**src/rtl/seq_detect_prog.sv**
```systemverilog
// Programmable serial pattern detector: matches a run-time loaded 1..MAX_LEN bit
// pattern (overlapping or not). Optional match counter built when SEQ_MATCH_COUNT_EN is defined.
module seq_detect_prog #(
  parameter int                 MAX_LEN     = 8,
  parameter int                 CNT_W       = 8,
  parameter logic [MAX_LEN-1:0] RST_PATTERN = 8'b0000_0001,
  parameter int                 RST_LEN     = 3,
  parameter bit                 RST_OVERLAP = 1'b1,
  localparam int                LEN_W       = $clog2(MAX_LEN + 1)
) (
  input  logic               clk,
  input  logic               rst,
  input  logic               in_valid,
  input  logic               in,
  input  logic               cfg_we,
  input  logic [MAX_LEN-1:0] cfg_pattern,
  input  logic [LEN_W-1:0]   cfg_len,
  input  logic               cfg_overlap,
  input  logic               count_clr,
  output logic               sequence_found,
  output logic [CNT_W-1:0]   match_count
);

  localparam logic [LEN_W-1:0] MAX_LEN_L = LEN_W'(MAX_LEN);

  // The oldest history bit is only ever seen through hist_n, so it is never stored.
  logic [MAX_LEN-2:0] hist;
  logic [LEN_W-1:0]   fill;
  logic [LEN_W-1:0]   len;
  logic [MAX_LEN-1:0] pat;
  logic               ovl;

  logic [MAX_LEN-1:0] hist_n;
  logic [MAX_LEN-1:0] mask;
  logic [LEN_W-1:0]   fill_n;
  logic [LEN_W-1:0]   len_clamped;
  logic               match;

  always_comb begin
    // NOTE: every signal gets a value on every path through this block, so no latch is inferred.
    hist_n = {hist, in};
    fill_n = (fill >= MAX_LEN_L) ? MAX_LEN_L : fill + LEN_W'(1);
    for (int i = 0; i < MAX_LEN; i++) begin
      mask[i] = (i < int'(len));
    end
    match = in_valid && !cfg_we && (fill_n >= len) && (((hist_n ^ pat) & mask) == '0);

    if (cfg_len == '0) begin
      len_clamped = LEN_W'(1);
    end else if (cfg_len > MAX_LEN_L) begin
      len_clamped = MAX_LEN_L;
    end else begin
      len_clamped = cfg_len;
    end
  end

  always_ff @(posedge clk) begin
    // NOTE: sequential state uses non-blocking assignments so all registers update from pre-edge values.
    if (!rst) begin
      hist           <= '0;
      fill           <= '0;
      pat            <= RST_PATTERN;
      len            <= LEN_W'(RST_LEN);
      ovl            <= RST_OVERLAP;
      sequence_found <= 1'b0;
    end else begin
      sequence_found <= match;
      if (cfg_we) begin
        pat  <= cfg_pattern;
        len  <= len_clamped;
        ovl  <= cfg_overlap;
        hist <= '0;
        fill <= '0;
      end else if (in_valid) begin
        hist <= hist_n[MAX_LEN-2:0];
        // Non-overlapping mode restarts the fill so the next match needs len fresh bits.
        fill <= (match && !ovl) ? '0 : fill_n;
      end
    end
  end

`ifdef SEQ_MATCH_COUNT_EN
  always_ff @(posedge clk) begin
    if (!rst) begin
      match_count <= '0;
    end else if (count_clr) begin
      match_count <= '0;
    end else if (match && (match_count != '1)) begin
      match_count <= match_count + CNT_W'(1);
    end
  end
`else
  logic count_clr_unused;
  assign count_clr_unused = count_clr;
  assign match_count      = '0;
`endif

endmodule

```
**config.mk**
```make
export PLATFORM = sky130hd
export DESIGN_NAME = seq_detect_prog
export DESIGN_NICKNAME = d
export VERILOG_FILES = /design/src/rtl/seq_detect_prog.sv
export SDC_FILE = /design/constraint.sdc
export NUM_CORES = 1
export LEC_CHECK = 0
export CAP_MARGIN = 30
export CORE_ASPECT_RATIO = 0.8
export CORE_UTILIZATION = 30
export DETAILED_ROUTE_END_ITERATION = 16
export GPL_TIMING_DRIVEN = 0
export PLACE_DENSITY_LB_ADDON = 0.3
export SLEW_MARGIN = 30
export SYNTH_ARGS = -nofsm -noshare
export SYNTH_HDL_FRONTEND = slang
export SYNTH_SLANG_ARGS = --single-unit
```
**constraint.sdc**
```tcl
create_clock -name clk -period 1.9 [get_ports clk]
set_input_delay 0.19 -clock clk [delete_from_list [all_inputs] [get_ports clk]]
set_output_delay 0.19 -clock clk [all_outputs]
set_load 0.01 [all_outputs]
```
==> flow_metrics.env, run 1 <==
export IMPL_yosysWarnings=0
export IMPL_place_inst=217
export IMPL_synth_area_leaders="dfxtp_1 (38%), mux2i_1 (15%), ha_1 (5.8%)"
export IMPL_critical_path_top_delay_family="adder cells"
export IMPL_grtUsageTotal=0.130
export IMPL_worst_pin_slew_ns=0.663
export IMPL_top_layer_used="met4"
export IMPL_ir_drop_uv=343
export IMPL_instances_no_fill=226
export IMPL_portBuffers=17
export IMPL_grt_antenna_before_repair=0
export IMPL_crit_chain="buf_6 -> ha_4 -> xnor2_2 -> nor2_2 -> ha_2 -> o21a_1 -> a21oi_2 -> buf_4 -> nor4b_1"
export IMPL_root_buffer="clkbuf_8"
export IMPL_start_kind="register"
export IMPL_layout_drive_gt1_share=0.219
export IMPL_die_h_microns=60.9
export IMPL_syn_area_sq_um=1300
export IMPL_clock_fmax_mhz=505
export IMPL_wl_met3_microns=82
export IMPL_setup_ws_ns=-0.0792
export IMPL_leakage_nw=0.740
export IMPL_reg2reg_slack_ns=-0.08
export IMPL_powerDensity_nw_per_um2=611
export IMPL_drt_iter0_drc=53
export IMPL_max_cap_violations=0
export IMPL_critPathLaunch="fill[0]$_SDFFE_PP0P_"
export IMPL_crit_slowest_cell="dfxtp_4"
export IMPL_drc=0
export IMPL_postSynthCellCount=136
export IMPL_violations="negative setup slack"
export IMPL_r2r_end="sequence_found$_SDFF_PN0_"
export IMPL_cts_sink_count=25
export IMPL_outcome="complete, but fails checks"
export IMPL_finalCritPeriodShare=1.04
export IMPL_clock_path_buffers=2
export IMPL_layout_nets=195
export IMPL_cts_buffers=3
export IMPL_diodes=0
export IMPL_crit_path_max_fanout=3
export IMPL_relSlewSlack=0.558
export IMPL_netlist_cell_type_count=34
export IMPL_fin_skew_ns=0.00139
export IMPL_die_area_sq_um=4600
export IMPL_wl_met1_microns=1200
export IMPL_post_route_min_period_ns=1.98
export IMPL_antenna_left=0
export IMPL_core_sq_um=4180
export IMPL_gp_congestion=0.736
export IMPL_fillers=422
export IMPL_clkLatencyLatePin_ns=0.27
export IMPL_crit_required_ns=2.06
export IMPL_hpwl_microns=1950
export IMPL_mostFrequentLayoutCell="dfxtp_1"
export IMPL_power_mw=1.08
export IMPL_max_stage_delay_ns=0.36
export IMPL_final_util=0.422
export IMPL_num_rows=21
export IMPL_die_w_microns=75.6
export IMPL_synth_top_area_share=0.385
export IMPL_rsz0062_at_grt="yes"
export IMPL_crit_type="reg -> reg"
export IMPL_crit_path_end_kind="register"
export IMPL_dr_pass1_iters=4
export IMPL_place_ws_ns=-0.278
export IMPL_postSynthRegisterBits=25
export IMPL_setup_viol=3
export IMPL_h_tree_depth=1
export IMPL_drt_total_wl_microns=2630
export IMPL_path_clk_slew_ns=0.09
export IMPL_pin_count=28
export IMPL_syn_area_per_cell_sq_um=9.56
export IMPL_rr_worst_depth=9
export IMPL_crit_path_end="sequence_found$_SDFF_PN0_"
export IMPL_grt_pass1_wl_microns=4320
export IMPL_synth_top_area_cell="dfxtp_1"
export IMPL_via_per_inst=4.47
export IMPL_hold_class="in -> reg"
export IMPL_grt_pass1_vias=939
export IMPL_hold_viol=0
export IMPL_yosysSeqAreaShare=0.385
export IMPL_most_common_layout_cells="dfxtp_1 (23), mux2i_1 (20), clkdlybuf4s50_1 (17), nor2_1 (12), buf_4 (11)"
export IMPL_hold_slack_ns=0.452
export IMPL_tritoncts="yes"
export IMPL_grt_max_degree=16
export IMPL_wl_met2_microns=1330
export IMPL_path_buf_inv=2
export IMPL_reg2reg_from="fill[0]$_SDFFE_PP0P_"
export IMPL_wl_per_cell_microns=11.6
export IMPL_critical_path_depth=9
export IMPL_drv_slew=0
export IMPL_dr_total_vias=1011
export IMPL_area_growth_pct=35.6
export IMPL_critical_path_arrival_ns=2.14
export IMPL_initial_core_util=0.311
export IMPL_grt_ovfl_total=0
## metrics by stage
stage,setup TNS [ns],area [sq um]
2_1_floorplan,0,1330
3_5_place_dp,-1.15,1570
3_3_place_gp,-0.966,1570
6_report,-0.166,1760
5_1_grt,-0.544,1760
4_1_cts,-0.0504,1720
## cells in the mapped netlist (all sizes together)
master and instances:
dfxtp 25, mux2i 20, nor2 14, buf 10, nor2b 9, xor2 7, ha 6, inv 6
nand2 5, nand2b 4, clkbuf 3, a211oi 2, a21oi 2, nor3 2, nor4b 2, xnor2 2
a2111oi 1, a211o 1, a21o 1, a221oi 1, a22oi 1, a31o 1, and2 1, conb 1
nand3b 1, nor4 1, o211ai 1, o21a 1, o21ai 1, o21bai 1, o221ai 1, o22ai 1
or3b 1
## what timing repair did
| item | CTS | global route |
|---|---|---|
| setup endpoints to repair | 4 | 5 |
| gates resized for setup | 14 | 9 |
| pin swaps | 10 | 5 |
| hold buffers | 0 | 0 |
| buffers inserted | 5 | 0 |
## cell families (layout without fill, tap and decap cells)
logic type      after synthesis  after routing  share of synthesized area
compound gates               16             16                     0.0963
xor+xnor                      9              9                     0.0606
mux                          20             20                      0.154
other cells                   1              8                    0.00288
fa+ha+maj                     6              6                     0.0577
buf+inv                      19             45                     0.0780
flops                        25             25                      0.385
simple gates                 40             40                      0.166
## per-layer routing
| layer | GRT usage | vias to the layer above |
|---|---|---|
| li1 | - | 518 |
| met2 | 0.216 | 14 |
| met5 | 0 | - |
| met4 | 0.0317 | 0 |
| met3 | 0.0399 | 4 |
| met1 | 0.165 | 475 |
## layout make-up
class | count | area, sq um | area share
clock inverter | 1 | 7.51 | 0.00426
buffer | 13 | 78.8 | 0.0447
multi-input combinational | 99 | 821 | 0.466
timing repair buffer | 22 | 215 | 0.122
clock buffer | 3 | 41.3 | 0.0234
sequential | 25 | 505 | 0.287
inverter | 6 | 22.5 | 0.0128
tap | 57 | 71.3 | 0.0405
## sequential cells by signal, indices dropped and copies added, names as in the netlist
name	cells
pat	8
fill	4
sequence_found	1
len	4
hist	7
ovl	1
## how the worst min path moves through the flow
stage                          start                   to  slack, ns  cells past startpoint
floorplan                cfg_overlap     ovl$_SDFFE_PN1P_       0.32                      2
global placement    ovl$_SDFFE_PN1P_     ovl$_SDFFE_PN1P_       0.48                      2
detailed placement  ovl$_SDFFE_PN1P_     ovl$_SDFFE_PN1P_       0.49                      2
CTS                           cfg_we  pat[7]$_SDFFE_PN0P_       0.47                      3
global route                  cfg_we  pat[1]$_SDFFE_PN0P_       0.49                      3
finish                        cfg_we  pat[7]$_SDFFE_PN0P_       0.45                      3
## worst register-to-register path, cell delays in order (launching register included)
cell and delay [ns]:
dfxtp_4 0.36, buf_6 0.12, ha_4 0.15, xnor2_2 0.14, nor2_2 0.06, ha_2 0.32, o21a_1 0.14, a21oi_2 0.09
buf_4 0.13, nor4b_1 0.35
## power breakdown
part,leakage [nW],switching [mW],total [mW],internal [mW]
logic,0.512,0.0869,0.194,0.107
registers,0.206,0.0185,0.561,0.542
clock network,0.0217,0.173,0.322,0.149
total,0.740,0.278,1.08,0.798
Note: power is estimated with default switching activity, not from simulation.
==> inputs of run 2 (changes only) <==
--- a/config.mk
+++ b/config.mk
@@ -8,6 +8,7 @@
 export CAP_MARGIN = 30
 export CORE_ASPECT_RATIO = 0.8
 export CORE_UTILIZATION = 30
+export CTS_CLUSTER_DIAMETER = 40
 export DETAILED_ROUTE_END_ITERATION = 16
 export GPL_TIMING_DRIVEN = 0
 export PLACE_DENSITY_LB_ADDON = 0.3
==> constraint.sdc (replaced) <==
create_clock -name clk -period 1.9 [get_ports clk]
set_input_delay 0.19 -clock clk [delete_from_list [all_inputs] [get_ports clk]]
set_output_delay 0.19 -clock clk [all_outputs]
set_load 0.02 [all_outputs]
==> results of run 2 <==
Same layout as run 1 (identical final DEF). Status: complete, but fails checks: negative setup slack.
